===== config.mk =====
export PLATFORM = sky130hd
export DESIGN_NAME = stepper_seq_flat
export DESIGN_NICKNAME = d
export VERILOG_FILES = /design/src/rtl/stepper_pkg.sv /design/src/rtl/stepper_seq_if.sv /design/src/rtl/stepper_timer.sv /design/src/rtl/stepper_seq.sv /design/src/flat_wrapper.sv
export SDC_FILE = /design/constraint.sdc
export NUM_CORES = 1
export LEC_CHECK = 0
export CORE_AREA = 5 5 107 109
export CTS_CLUSTER_SIZE = 24
export DETAILED_ROUTE_END_ITERATION = 16
export DIE_AREA = 0 0 112 114
export GPL_ROUTABILITY_DRIVEN = 0
export PLACE_DENSITY = 0.84
export SLEW_MARGIN = 40
export SYNTH_ARGS = -nofsm -noshare
export SYNTH_HDL_FRONTEND = slang
export SYNTH_SLANG_ARGS = --single-unit

===== constraint.sdc =====
create_clock -name clk -period 4.6 [get_ports clk]
set_clock_uncertainty 0.05 [all_clocks]
set_input_delay 0.92 -clock clk [delete_from_list [all_inputs] [get_ports clk]]
set_output_delay 0.92 -clock clk [all_outputs]
set_load 0.05 [all_outputs]

===== src/rtl/stepper_pkg.sv =====
// Shared types for the stepper sequencer: FSM states, phase index width and coil table.
// Coil vectors are packed {ina, inb, ina2, inb2}.
package stepper_pkg;

    localparam int PH_W = 3;

    typedef enum logic {
        IDLE = 1'b0,
        RUN  = 1'b1
    } state_t;

    typedef logic [3:0] coil_t;

    function automatic coil_t phase_coils(input logic [PH_W-1:0] p);
        coil_t c;
        case (p)
            3'd0:    c = 4'b1000;
            3'd1:    c = 4'b1100;
            3'd2:    c = 4'b0100;
            3'd3:    c = 4'b0110;
            3'd4:    c = 4'b0010;
            3'd5:    c = 4'b0011;
            3'd6:    c = 4'b0001;
            default: c = 4'b1001;
        endcase
        return c;
    endfunction

endpackage


===== src/rtl/stepper_seq_if.sv =====
// Command and coil-drive bundle between the strobe logic, the sequencer and the H-bridge pins.
interface stepper_seq_if #(
    parameter int STEPS_W = 16,
    parameter int DIV_W   = 24,
    parameter int POS_W   = 16,
    parameter int PWM_W   = 8
);
    logic               stb;
    logic               abort;
    logic               dir;
    logic               half;
    logic [STEPS_W-1:0] steps;
    logic [DIV_W-1:0]   period;
    logic [PWM_W-1:0]   duty;
    logic               ina;
    logic               inb;
    logic               ina2;
    logic               inb2;
    logic               busy;
    logic               done;
    logic [POS_W-1:0]   pos;

    modport master (
        output stb, abort, dir, half, steps, period, duty,
        input  ina, inb, ina2, inb2, busy, done, pos
    );

    modport slave (
        input  stb, abort, dir, half, steps, period, duty,
        output ina, inb, ina2, inb2, busy, done, pos
    );
endinterface


===== src/rtl/stepper_timer.sv =====
// Loadable step-period down-counter; tc pulses while enabled at count 1 and the counter reloads.
// Load has priority over counting; a count of 0 is treated like 1.
module stepper_timer #(
    parameter int DIV_W = 24
) (
    input  logic             clk,
    input  logic             rst_n,
    input  logic             load,
    input  logic             en,
    input  logic [DIV_W-1:0] load_val,
    input  logic [DIV_W-1:0] reload_val,
    output logic             tc
);
    logic [DIV_W-1:0] cnt;

    assign tc = en && (cnt <= DIV_W'(1));

    always_ff @(posedge clk or negedge rst_n) begin
        if (!rst_n) begin
            cnt <= '0;
        end else if (load) begin
            cnt <= load_val;
        end else if (en) begin
            cnt <= tc ? reload_val : cnt - DIV_W'(1);
        end
    end
endmodule


===== src/rtl/stepper_seq.sv =====
// 4-coil full/half-step sequencer with abort, busy/done and signed position; coil outputs registered.
// Optional STEPPER_PWM_EN gates energised coils with a free-running duty counter.
module stepper_seq
    import stepper_pkg::*;
#(
    parameter int STEPS_W = 16,
    parameter int DIV_W   = 24,
    parameter int POS_W   = 16,
    parameter int HOLD_EN = 1,
    parameter int PWM_W   = 8
) (
    input logic          clk,
    input logic          rst_n,
    stepper_seq_if.slave bus
);
    state_t             state, state_d;
    logic               stb_q;
    logic [PH_W-1:0]    p, p_d;
    logic [POS_W-1:0]   pos, pos_d;
    logic [STEPS_W-1:0] rem, rem_d;
    logic               dir_l, half_l;
    logic [DIV_W-1:0]   period_l, period_fix;
    logic               stepped, stepped_d;
    logic               done, done_d;
    coil_t              coils, coil_d;
    logic               start, step, timer_load, timer_en, gate;
    logic [1:0]         delta;

    assign start      = bus.stb && !stb_q;
    assign period_fix = (bus.period == '0) ? DIV_W'(1) : bus.period;
    assign timer_load = (state == IDLE) && start;
    assign timer_en   = (state == RUN) && !bus.abort;
    // Full-step from an even phase moves only one index to land on a two-coil phase.
    assign delta      = (half_l || !p[0]) ? 2'd1 : 2'd2;

    stepper_timer #(.DIV_W(DIV_W)) u_timer (
        .clk        (clk),
        .rst_n      (rst_n),
        .load       (timer_load),
        .en         (timer_en),
        .load_val   (period_fix),
        .reload_val (period_l),
        .tc         (step)
    );

`ifdef STEPPER_PWM_EN
    logic [PWM_W-1:0] pwm_cnt;

    always_ff @(posedge clk or negedge rst_n) begin
        if (!rst_n) pwm_cnt <= '0;
        else        pwm_cnt <= pwm_cnt + PWM_W'(1);
    end

    assign gate = (pwm_cnt < bus.duty);
`else
    logic [PWM_W-1:0] unused_duty;
    assign unused_duty = bus.duty;
    assign gate        = 1'b1;
`endif

    always_comb begin
        state_d   = state;
        p_d       = p;
        pos_d     = pos;
        rem_d     = rem;
        stepped_d = stepped;
        done_d    = 1'b0;
        case (state)
            IDLE: begin
                if (start) begin
                    rem_d = bus.steps;
                    if (bus.steps == '0) done_d  = 1'b1;
                    else                 state_d = RUN;
                end
            end
            RUN: begin
                if (bus.abort) begin
                    state_d = IDLE;
                    done_d  = 1'b1;
                    rem_d   = '0;
                end else if (step) begin
                    p_d       = dir_l ? p + PH_W'(delta) : p - PH_W'(delta);
                    pos_d     = dir_l ? pos + POS_W'(delta) : pos - POS_W'(delta);
                    rem_d     = rem - STEPS_W'(1);
                    stepped_d = 1'b1;
                    if (rem == STEPS_W'(1)) begin
                        state_d = IDLE;
                        done_d  = 1'b1;
                    end
                end
            end
            default: state_d = IDLE;
        endcase
        // Idle hold only after a real step, so coils stay dark from reset until motion.
        if (state_d == RUN || (HOLD_EN != 0 && stepped_d)) coil_d = phase_coils(p_d) & {4{gate}};
        else                                              coil_d = '0;
    end

    always_ff @(posedge clk or negedge rst_n) begin
        if (!rst_n) begin
            state    <= IDLE;
            stb_q    <= 1'b0;
            p        <= '0;
            pos      <= '0;
            rem      <= '0;
            dir_l    <= 1'b0;
            half_l   <= 1'b0;
            period_l <= DIV_W'(1);
            stepped  <= 1'b0;
            done     <= 1'b0;
            coils    <= '0;
        end else begin
            state   <= state_d;
            stb_q   <= bus.stb;
            p       <= p_d;
            pos     <= pos_d;
            rem     <= rem_d;
            stepped <= stepped_d;
            done    <= done_d;
            coils   <= coil_d;
            if (timer_load) begin
                dir_l    <= bus.dir;
                half_l   <= bus.half;
                period_l <= period_fix;
            end
        end
    end

    assign {bus.ina, bus.inb, bus.ina2, bus.inb2} = coils;
    assign bus.busy = (state == RUN);
    assign bus.done = done;
    assign bus.pos  = pos;
endmodule


===== src/flat_wrapper.sv =====
// flat-port wrapper written by rule: the top's interface ports become plain ports
module stepper_seq_flat import stepper_pkg::*;
#(
    parameter int STEPS_W = 16,
    parameter int DIV_W   = 24,
    parameter int POS_W   = 16,
    parameter int HOLD_EN = 1,
    parameter int PWM_W   = 8
)
  (clk, rst_n, bus_stb, bus_abort, bus_dir, bus_half, bus_steps, bus_period, bus_duty, bus_ina, bus_inb, bus_ina2, bus_inb2, bus_busy, bus_done, bus_pos);
  stepper_seq_if #(.STEPS_W(STEPS_W), .DIV_W(DIV_W), .POS_W(POS_W), .PWM_W(PWM_W)) bus_i ();
  input logic clk;
  input logic rst_n;
  input wire logic [$bits(bus_i.stb)-1:0] bus_stb;
  input wire logic [$bits(bus_i.abort)-1:0] bus_abort;
  input wire logic [$bits(bus_i.dir)-1:0] bus_dir;
  input wire logic [$bits(bus_i.half)-1:0] bus_half;
  input wire logic [$bits(bus_i.steps)-1:0] bus_steps;
  input wire logic [$bits(bus_i.period)-1:0] bus_period;
  input wire logic [$bits(bus_i.duty)-1:0] bus_duty;
  output wire logic [$bits(bus_i.ina)-1:0] bus_ina;
  output wire logic [$bits(bus_i.inb)-1:0] bus_inb;
  output wire logic [$bits(bus_i.ina2)-1:0] bus_ina2;
  output wire logic [$bits(bus_i.inb2)-1:0] bus_inb2;
  output wire logic [$bits(bus_i.busy)-1:0] bus_busy;
  output wire logic [$bits(bus_i.done)-1:0] bus_done;
  output wire logic [$bits(bus_i.pos)-1:0] bus_pos;
  assign bus_i.stb = bus_stb;
  assign bus_i.abort = bus_abort;
  assign bus_i.dir = bus_dir;
  assign bus_i.half = bus_half;
  assign bus_i.steps = bus_steps;
  assign bus_i.period = bus_period;
  assign bus_i.duty = bus_duty;
  assign bus_ina = bus_i.ina;
  assign bus_inb = bus_i.inb;
  assign bus_ina2 = bus_i.ina2;
  assign bus_inb2 = bus_i.inb2;
  assign bus_busy = bus_i.busy;
  assign bus_done = bus_i.done;
  assign bus_pos = bus_i.pos;
  stepper_seq #(.STEPS_W(STEPS_W), .DIV_W(DIV_W), .POS_W(POS_W), .HOLD_EN(HOLD_EN), .PWM_W(PWM_W)) u_core (.clk(clk), .rst_n(rst_n), .bus(bus_i));
endmodule

; ---- Word-level counts from Yosys, hierarchy flattened
; Index checks and enable logic that the tools add are counted.
[word_totals]
reg_bits = 93
out_inout_bits = 22
in_bits = 54
word_cells = 76
[op_classes]
n_lt_le_gt_ge = 1
add_sub_neg = 6
bitwise = 2
eq_ne = 9
reduce_logical = 15
n_mux = 31
[op_table]
columns = cell, n
row1 = $mux 24, 4
row2 = $mux 16, 4
row3 = $pmux 16 s2, 1
row4 = $pmux 4 s7, 1
row5 = $le 24x1->1 const B, 1
row6 = $logic_not 24->1, 1
row7 = $sub 24x1->24 const B, 1
row8 = $add 16x2->16, 1
row9 = $eq 16x1->1 const B, 1
row10 = $logic_not 16->1, 1
row11 = $sub 16x1->16 const B, 1
row12 = $sub 16x2->16, 1
row13 = $mux 1, 13
row14 = $mux 3, 4
row15 = $eq 3x3->1 const B, 3
row16 = $eq 3x2->1 const B, 2
row17 = $logic_and 1x1->1, 4
row18 = $mux 4, 1
row19 = $pmux 1 s2, 2
row20 = $add 3x2->3, 1
row21 = $eq 3x1->1 const B, 1
row22 = $logic_not 1->1, 3
row23 = $logic_not 3->1, 1
row24 = $ne 3x3->1 const B, 1
row25 = 8 further kinds, 10

; ---- Logic depth before layout (Yosys ltp)
; Gate-level depths: netlist of the first run.
[depth]
depth_word = 11
depth_mapped = 12
mapped_depth_nobuf = 9

; ---- Cells and area by module
; From an unflattened synthesis of the first run, not the netlist that was laid out.
[unflattened]
cells_unflattened = 642
hier_area_um2 = 5779.3
[by_module_without_submodules]
columns = module, cells_each, area_per_inst_um2, seq_area_each_um2, n_inst
row1 = stepper_seq, 408, 3883.7, 1727.9, 1
row2 = stepper_timer, 234, 1895.6, 600.6, 1

; ---- Worst setup path after synthesis of the first run
; Ideal clock, no wire load.
[synth_path]
kind = input to register
startpoint = in bus_abort
endpoint = reg u_core.rem[8]
path_slack_ns = 1.717
n_path_buf = 3
setup_ns = 0.118
t_arrival_ns = 2.715
required_ns = 4.432
stages = 9
cell_sequence = nand2b_1 > or4_1 > clkbuf_1 > or3_1 > clkbuf_1 > buf_6 > a22oi_1 > o22ai_1 > a21o_1
[synth_via]
elab_chain_cells = 5
word_cells_on_any_way = 7
cone_classes = 1 x eq/ne / 2 x mux / 4 x reduce/logical
[synth_rtl]
columns = element, line
row1 = from (decl), flat_wrapper.sv:15  ; input wire logic [$bits(bus_i.abort)-1:0] bus_abort;
row2 = $logic_not 1->1, stepper_seq.sv:32  ; assign timer_en = (state == RUN) && !bus.abort;
row3 = $logic_and 1x1->1, stepper_seq.sv:32
row4 = $logic_and 1x1->1, stepper_timer.sv:16  ; assign tc = en && (cnt <= DIV_W'(1));
row5 = $ne 3x3->1 (no line), n/a
row6 = $reduce_and 2->1 (no line), n/a
row7 = to (signal assigned), stepper_seq.sv:117  ; rem <= rem_d;
row8 = to (decl), stepper_seq.sv:20  ; logic [STEPS_W-1:0] rem, rem_d;
; Several ways; a longest one is shown, not always the timed one.
; A chain may end at the register's enable or synchronous reset.

; ---- Worst setup path after layout of the first run
[layout_path]
startpoint = in bus_abort
endpoint = reg u_core.u_timer.cnt[5]
[layout_via]
elab_chain_cells = 6
word_cells_on_any_way = 7
cone_classes = 3 x mux / 4 x reduce/logical
[layout_rtl]
columns = element, line
row1 = $logic_not 1->1 *, stepper_seq.sv:32
row2 = $logic_and 1x1->1 *, stepper_seq.sv:32
row3 = $logic_and 1x1->1, stepper_timer.sv:16
row4 = $mux 24, stepper_timer.sv:24  ; cnt <= tc ? reload_val : cnt - DIV_W'(1);
row5 = $mux 24, stepper_timer.sv:23  ; end else if (en) begin
row6 = $mux 24, stepper_timer.sv:21  ; end else if (load) begin
row7 = to (signal assigned), stepper_timer.sv:22  ; cnt <= load_val;
row8 = to (signal assigned), stepper_timer.sv:24
row9 = to (decl), stepper_timer.sv:14  ; logic [DIV_W-1:0] cnt;
; Mark *: on every way between the ends. The rest lies on a longest branch, timed or not. The select of a mux whose other input is x is not followed.

==> impl_results.md, run 1 <==
* Final TNS setup at 0 ns
* Fin Hold WS at 0.433 ns
* Synth top area share at 0.411
* Starting Density at 0.533
* Met2 usage at 0.359
* Max_slew headroom at 0.505
* Post-synth EDFFs at 0
* Syn_nets at roughly 730
* Mean Syn Cell Area at 8.58 um^2
* Worst skew pair latency at 0.36 ns
* Power Density at 341 nW/um^2
* # hold bufs at CTS at 0
* Max rail drop VDD at 0.209 mV
* Largest area contributor in the netlist: dfrtp_1
* Share of cells above drive strength 1 at 0.0553
* Grt total ovfl at 0
* Place WS at ~0.75 ns
* Pleak at approximately 2.9 nW
* Pin count of the biggest net entering global routing at 66
* Ys Warns at 0
* Fin crit share at 0.764
* Rows at 38
* Outcome: completed
* Core box area at 10500 um^2
* Antenna diode count at 0
* Die X at between 100 and 150 um
* DP Wirelength at 9.86 mm
* Fillcell total at approximately 900
* DRT Wirelength at approximately 14 mm
* Hold crit path type: reg2reg
* Met1 GRT Util at 0.299
* Total Nets Final at 778
* Post-CTS Setup Bufs at 0
* Routed Antenna Nets at 0
* Syn Inst Count at 652
* Num Clock Sinks at 93
* Leading post-synthesis cells by cell area: dfrtp_1, nand2_1, o21ai_0, ha_1, a21oi_1
* Minimum clock period at about 3.5 ns
* Yosys reg bits at 93
* First-pass GRT wire length at 23.6 mm
* Ports at 76
* Clock slew at reported path FFs at 0.08 ns
* Dpl cells at ~830
* Drt pass-1 iters at 5
* Met3 usage at 0.0398
* FFs w/ async S/R, synth at 1.00
* Vias in the first global route at 4976
* Cell with the most instances after synthesis: nand2_1
* Area taken by multi-input logic gates at 3060 um^2
* DIE AREA at between 10000 and 15000 um^2
* Initial DRC Count at 429
* CP Capture Type: flop
* Synth cell types at 63
* Non-Filler Instances at approximately 850
* Antenna violations before repair at 0
* Sequential cell area at around 2300 um^2
* Fin util at 0.622
* TritonCTS buffer count at 9
* Register area share after synthesis at 0.416
* Final slew viol count at 0
* Per-cell routed wire length at 16.3 um
* Root Buffer: clkbuf_8
* Post-CTS Resized at 0
* CTS tree: done
* GR peak layer: met2
* CTS H-tree depth at 3
* Final setup fails at 0
* Post-route DRC at 0
* Startpoint Class: input port
* All-Layer GR Usage at 0.222
* I/O Buffers at 67
* Most frequent cells after synthesis: nand2_1, dfrtp_1, o21ai_0
* Area after DPL at 6350 um^2
* RSZ-0062 raised after global routing: no
* Maxcap violations at 0
* Layout Cell Area excl Fill at about 6500 um^2
* Via count at ~5200
* Worst Tran Pin Value at 0.735 ns
* Tot Pwr at 2.23 mW
* Fin. Hold Viols at 0
* Clock buffer depth at 2
* Critical Path AT at around 3.7 ns
* Synth-to-Final Area Change at 16.8%
* Die height at 114 um
* Req. time, crit path at 4.79 ns
* Dominant synthesized flop cell: dfrtp_1
* Max Freq at 285 MHz
* Crit path kind: in2reg
* Via density at 6.13
* Crit-path max FO at 22
* Worst Slack Setup Final at around 1.1 ns
* Synthesized cell area at 5600 um^2
-- logic make-up (layout without fill, tap and decap cells) --
| group | after synthesis | after routing | synth area share |
|---|---|---|---|
| muxes | 4 | 4 | 0.00738 |
| xor gates and xnor gates | 23 | 23 | 0.0360 |
| and+or+nand+nor | 262 | 262 | 0.220 |
| DFF | 93 | 93 | 0.416 |
| AOI/OAI and AO/OA | 197 | 197 | 0.231 |
| adders and majority gates | 21 | 21 | 0.0496 |
| buffers and inverters | 52 | 105 | 0.0398 |
-- routing by layer --
metal,part of all wire,vias to the layer above,wire [um]
met5,0,-,0
met2,0.48,214,6630
met3,0.058,36,803
met4,0.027,0,367
li1,-,2463,-
met1,0.43,2464,5960
-- report_power, final --
| part | switching, mW | total (mW) | internal [mW] | leakage, nW |
|---|---|---|---|---|
| logic | 0.356 | 0.626 | 0.269 | 1.65 |
| clock network | 0.264 | 0.505 | 0.241 | 0.0878 |
| registers | 0.145 | 1.10 | 0.956 | 1.18 |
| total | 0.766 | 2.23 | 1.47 | 2.92 |
-- layout by cell type, fill, tap and decap left out, types with 5 or more instances in the layout --
cell             synthesis  routed
a211oi_1                 8       8
clkdlybuf4s50_1          0      66
ha_1                    19      19
or4_1                    8       8
nand2_1                126     126
nand3_1                  9       9
a221o_1                  5       5
nor4_1                  22      21
o21ai_1                 15      15
o21a_1                   5       5
buf_4                    0      10
nor3_1                  16      16
clkbuf_8                 0       9
nand2b_1                 6       6
nor2_1                  41      41
o21ai_0                 53      53
dfrtp_1                 92      92
inv_1                   14      14
a21o_1                  13      13
xnor2_1                 11      11
or3_1                    9       9
a31oi_1                  7       7
xor2_1                  12      12
o31ai_1                  5       5
a21oi_1                 31      30
a22oi_1                 10      10
-- worst max-delay path, cell delays in order --
cell	delay, ns
clkdlybuf4s50_1	0.53
nand2b_1	0.22
or4_1	0.65
or3_1	0.60
buf_4	0.32
o22a_1	0.22
o221ai_1	0.16
nand2_1	0.08
-- registers in the layout (all words and copies together), names as in the netlist --
name                cells
u_core.half_l           1
u_core.rem             16
u_core.dir_l            1
u_core.u_timer.cnt     24
u_core.coils            4
u_core.period_l        24
u_core.stepped          1
u_core.bus.pos         16
u_core.bus.done         1
u_core.stb_q            1
u_core.bus.busy         1
u_core.p                3
-- area by class of cell --
cell class	count	area share
well taps	140	0.0268
multi-input cells	507	0.469
inverters	15	0.00861
clock buffers	10	0.0195
clock inverters	3	0.00612
repair buffers	77	0.114
flip-flops and latches	93	0.356
-- worst paths after layout --
check	depth (start not counted)	start	slack, ns	to
worst max-delay path	8	bus_abort	1.09	u_core.u_timer.cnt[5]$_DFFE_PN0P_
worst min-delay path	1	u_core.stepped$_DFF_PN0_	0.43	u_core.stepped$_DFF_PN0_
worst max register to register	7	u_core.u_timer.cnt[6]$_DFFE_PN0P_	1.47	u_core.u_timer.cnt[5]$_DFFE_PN0P_
worst min register to register	1	u_core.stepped$_DFF_PN0_	0.43	u_core.stepped$_DFF_PN0_
max in group asynchronous	2	rst_n	3.17	u_core.period_l[13]$_DFFE_PN0P_
min in group asynchronous	1	rst_n	0.49	u_core.bus.pos[5]$_DFFE_PN0P_
No activity file was read; power rests on OpenSTA's default activity.
==> run 2: changes to the inputs <==
--- a/config.mk
+++ b/config.mk
@@ -5,12 +5,12 @@
 export SDC_FILE = /design/constraint.sdc
 export NUM_CORES = 1
 export LEC_CHECK = 0
-export CORE_AREA = 5 5 107 109
+export CORE_AREA = 5 5 112 114
 export CTS_CLUSTER_SIZE = 24
 export DETAILED_ROUTE_END_ITERATION = 16
-export DIE_AREA = 0 0 112 114
+export DIE_AREA = 0 0 117 119
 export GPL_ROUTABILITY_DRIVEN = 0
-export PLACE_DENSITY = 0.84
+export PLACE_DENSITY = 0.81
 export SLEW_MARGIN = 40
 export SYNTH_ARGS = -nofsm -noshare
 export SYNTH_HDL_FRONTEND = slang
==> constraint.sdc (replaced) <==
create_clock -name clk -period 2.85 [get_ports clk]
set_clock_uncertainty 0.05 [all_clocks]
set_input_delay 0.57 -clock clk [delete_from_list [all_inputs] [get_ports clk]]
set_output_delay 0.57 -clock clk [all_outputs]
set_load 0.05 [all_outputs]
==> impl_results.md, run 2 (synthesis gave the netlist of run 1 again) <==
* # hold bufs at CTS at 0
* Post-route DRC at 0
* Most frequent cells in the layout: nand2_1, dfrtp_1, clkdlybuf4s50_1
* Worst Tran Pin Value at ~0.73 ns
* Num Clock Sinks at 93
* Final setup fails at 0
* I/O Buffers at 67
* Critical Path AT at 3.00 ns
* Fin crit share at 0.974
* Clock buffer depth at 2
* CP peak stage delay at 0.69 ns
* Clock slew at reported path FFs at 0.07 ns
* All-Layer GR Usage at 0.225
* Antenna diode count at 0
* Area after DPL at ~6600 um^2
* CTS H-tree depth at 3
* Max rail drop VDD at 0.331 mV
* Die height at approximately 120 um
* Share of cells above drive strength 1 at 0.109
* Total Nets Final at 814
* Startpoint Class: flop
* Outcome: completed
* Maxcap violations at 0
* Fillcell total at 965
* Hold crit path type: in2async
* Max Freq at about 360 MHz
* Routed Antenna Nets at 0
* DIE AREA at 13900 um^2
* Core box area at 11300 um^2
* Power Density at 602 nW/um^2
* Final TNS setup at 0 ns
* R2R cell count at 6
* Fin. Hold Viols at 0
* Max_slew headroom at 0.511
* Critical path's most frequent cell: or4_4
* TritonCTS buffer count at 9
* Via density at 6.12
* Via count at between 5000 and 6000
* DRT Wirelength at 15.5 mm
* Final slew viol count at 0
* Ports at 76
* Crit path kind: reg2reg
* Req. time, crit path at a little over 3 ns
* DP Wirelength at 10.9 mm
* CP Capture Type: flop
* Flop pwr share at 0.416
* Commonest non-fill, non-tap cell in the layout: nand2_1
* Pin count of the biggest net entering global routing at 48
* Grt total ovfl at 0
* Fin Hold WS at between 0.15 and 0.2 ns
* Area taken by multi-input logic gates at around 3100 um^2
* Clock Power Share at 0.310
* Reported net switching power at 1.37 mW
* Minimum clock period at around 2.8 ns
* Slowest-stage cell, CP: or4_4
* Vias in the first global route at 5322
* Combinational Power Share at 0.274
* Switching portion of total power at 0.324
* Drt pass-1 iters at 5
* Reg-to-Reg Start: u_core.u_timer.cnt[7]$_DFFE_PN0P_
* Worst skew pair latency at 0.36 ns
* Initial DRC Count at 479
* Internal Power at 2.85 mW
* Layout Cell Area excl Fill at 7010 um^2
* Antenna violations before repair at 0
* First-pass GRT wire length at 25.4 mm
* CP Cell Sequence: or4_4 > or3_1 > or4_4 > nor4_2 > nor4_1 > o2111ai_1
* Rows at 39
* CTS tree: done
* R2r setup slk at 0.07 ns
* Tot Pwr at 4.22 mW
* Starting Density at 0.494
* Synth-to-Final Area Change at 25.3%
* Per-cell routed wire length at around 17 um
* Largest regs: u_core.period_l (24), u_core.u_timer.cnt (24)
* Reg2Reg Capture Point: u_core.bus.pos[15]$_DFFE_PN0P_
* Crit-path max FO at 14
* Sequential cell area at 2330 um^2
* Die X at around 120 um
* Root Buffer: clkbuf_16
* Pleak at 3.18 nW
run 2: worst max path at each step:
stage | start | to | slack [ns] | depth (start not counted)
after floorplan | u_core.bus.pos[0]$_DFFE_PN0P_ | u_core.bus.pos[14]$_DFFE_PN0P_ | 0.08 | 7
after global placement | bus_abort | u_core.coils[1]$_DFF_PN0_ | -0.19 | 9
after detailed placement | bus_abort | u_core.coils[3]$_DFF_PN0_ | -0.25 | 8
after CTS | u_core.u_timer.cnt[7]$_DFFE_PN0P_ | u_core.bus.pos[14]$_DFFE_PN0P_ | 0.02 | 6
after global routing | u_core.u_timer.cnt[7]$_DFFE_PN0P_ | u_core.bus.pos[15]$_DFFE_PN0P_ | -0.03 | 6
final | u_core.u_timer.cnt[7]$_DFFE_PN0P_ | u_core.bus.pos[15]$_DFFE_PN0P_ | 0.07 | 6
run 2: through the flow:
| stage | std cells | setup slack, ns | utilization |
|---|---|---|---|
| after floorplan | 652 | 0.0822 | - |
| after detailed placement | 868 | -0.249 | 0.586 |
| after global placement | 868 | -0.195 | 0.586 |
| final | 887 | 0.0744 | 0.619 |
| after global routing | 887 | -0.0308 | 0.619 |
| after CTS | 884 | 0.0229 | 0.614 |
run 2: repair_timing:
action                                  in CTS  in global routing
endpoints found under the setup margin       0                 16
resized for setup                            0                  8
buffers inserted                             0                  3
run 2: cell type report:
type                            instances  share of cell area
Clock buffer                           14              0.0362
Clock inverter                          2             0.00857
Inverter                               15             0.00803
Multi-Input combinational cell        507               0.440
Sequential cell                        93               0.332
Tap cell                              143              0.0255
Timing Repair Buffer                  113               0.150
run 2: critical path: cells and delay by family, from the launching register on:
| kind | cells | cell delay [ns] |
|---|---|---|
| AND/OR/NAND/NOR | 5 | 2.11 |
| flip-flops | 1 | 0.42 |
| AO/OA/AOI/OAI | 1 | 0.10 |
run 2: power groups by stage:
stage	registers, mW	logic, mW	clock network [mW]
2_1_floorplan	1.74	0.728	0
3_3_place_gp	1.74	1.06	0
3_5_place_dp	1.76	1.11	0
4_1_cts	1.74	1.13	1.32
5_1_grt	1.78	1.29	1.38
6_report	1.75	1.16	1.31
run 2: routing by layer:
metal | track usage | up-vias | routed length [um]
met5 | 0 | - | 0
met4 | 0.100 | 0 | 459
met3 | 0.0345 | 40 | 1020
met2 | 0.368 | 228 | 7670
met1 | 0.293 | 2611 | 6310
li1 | - | 2550 | -
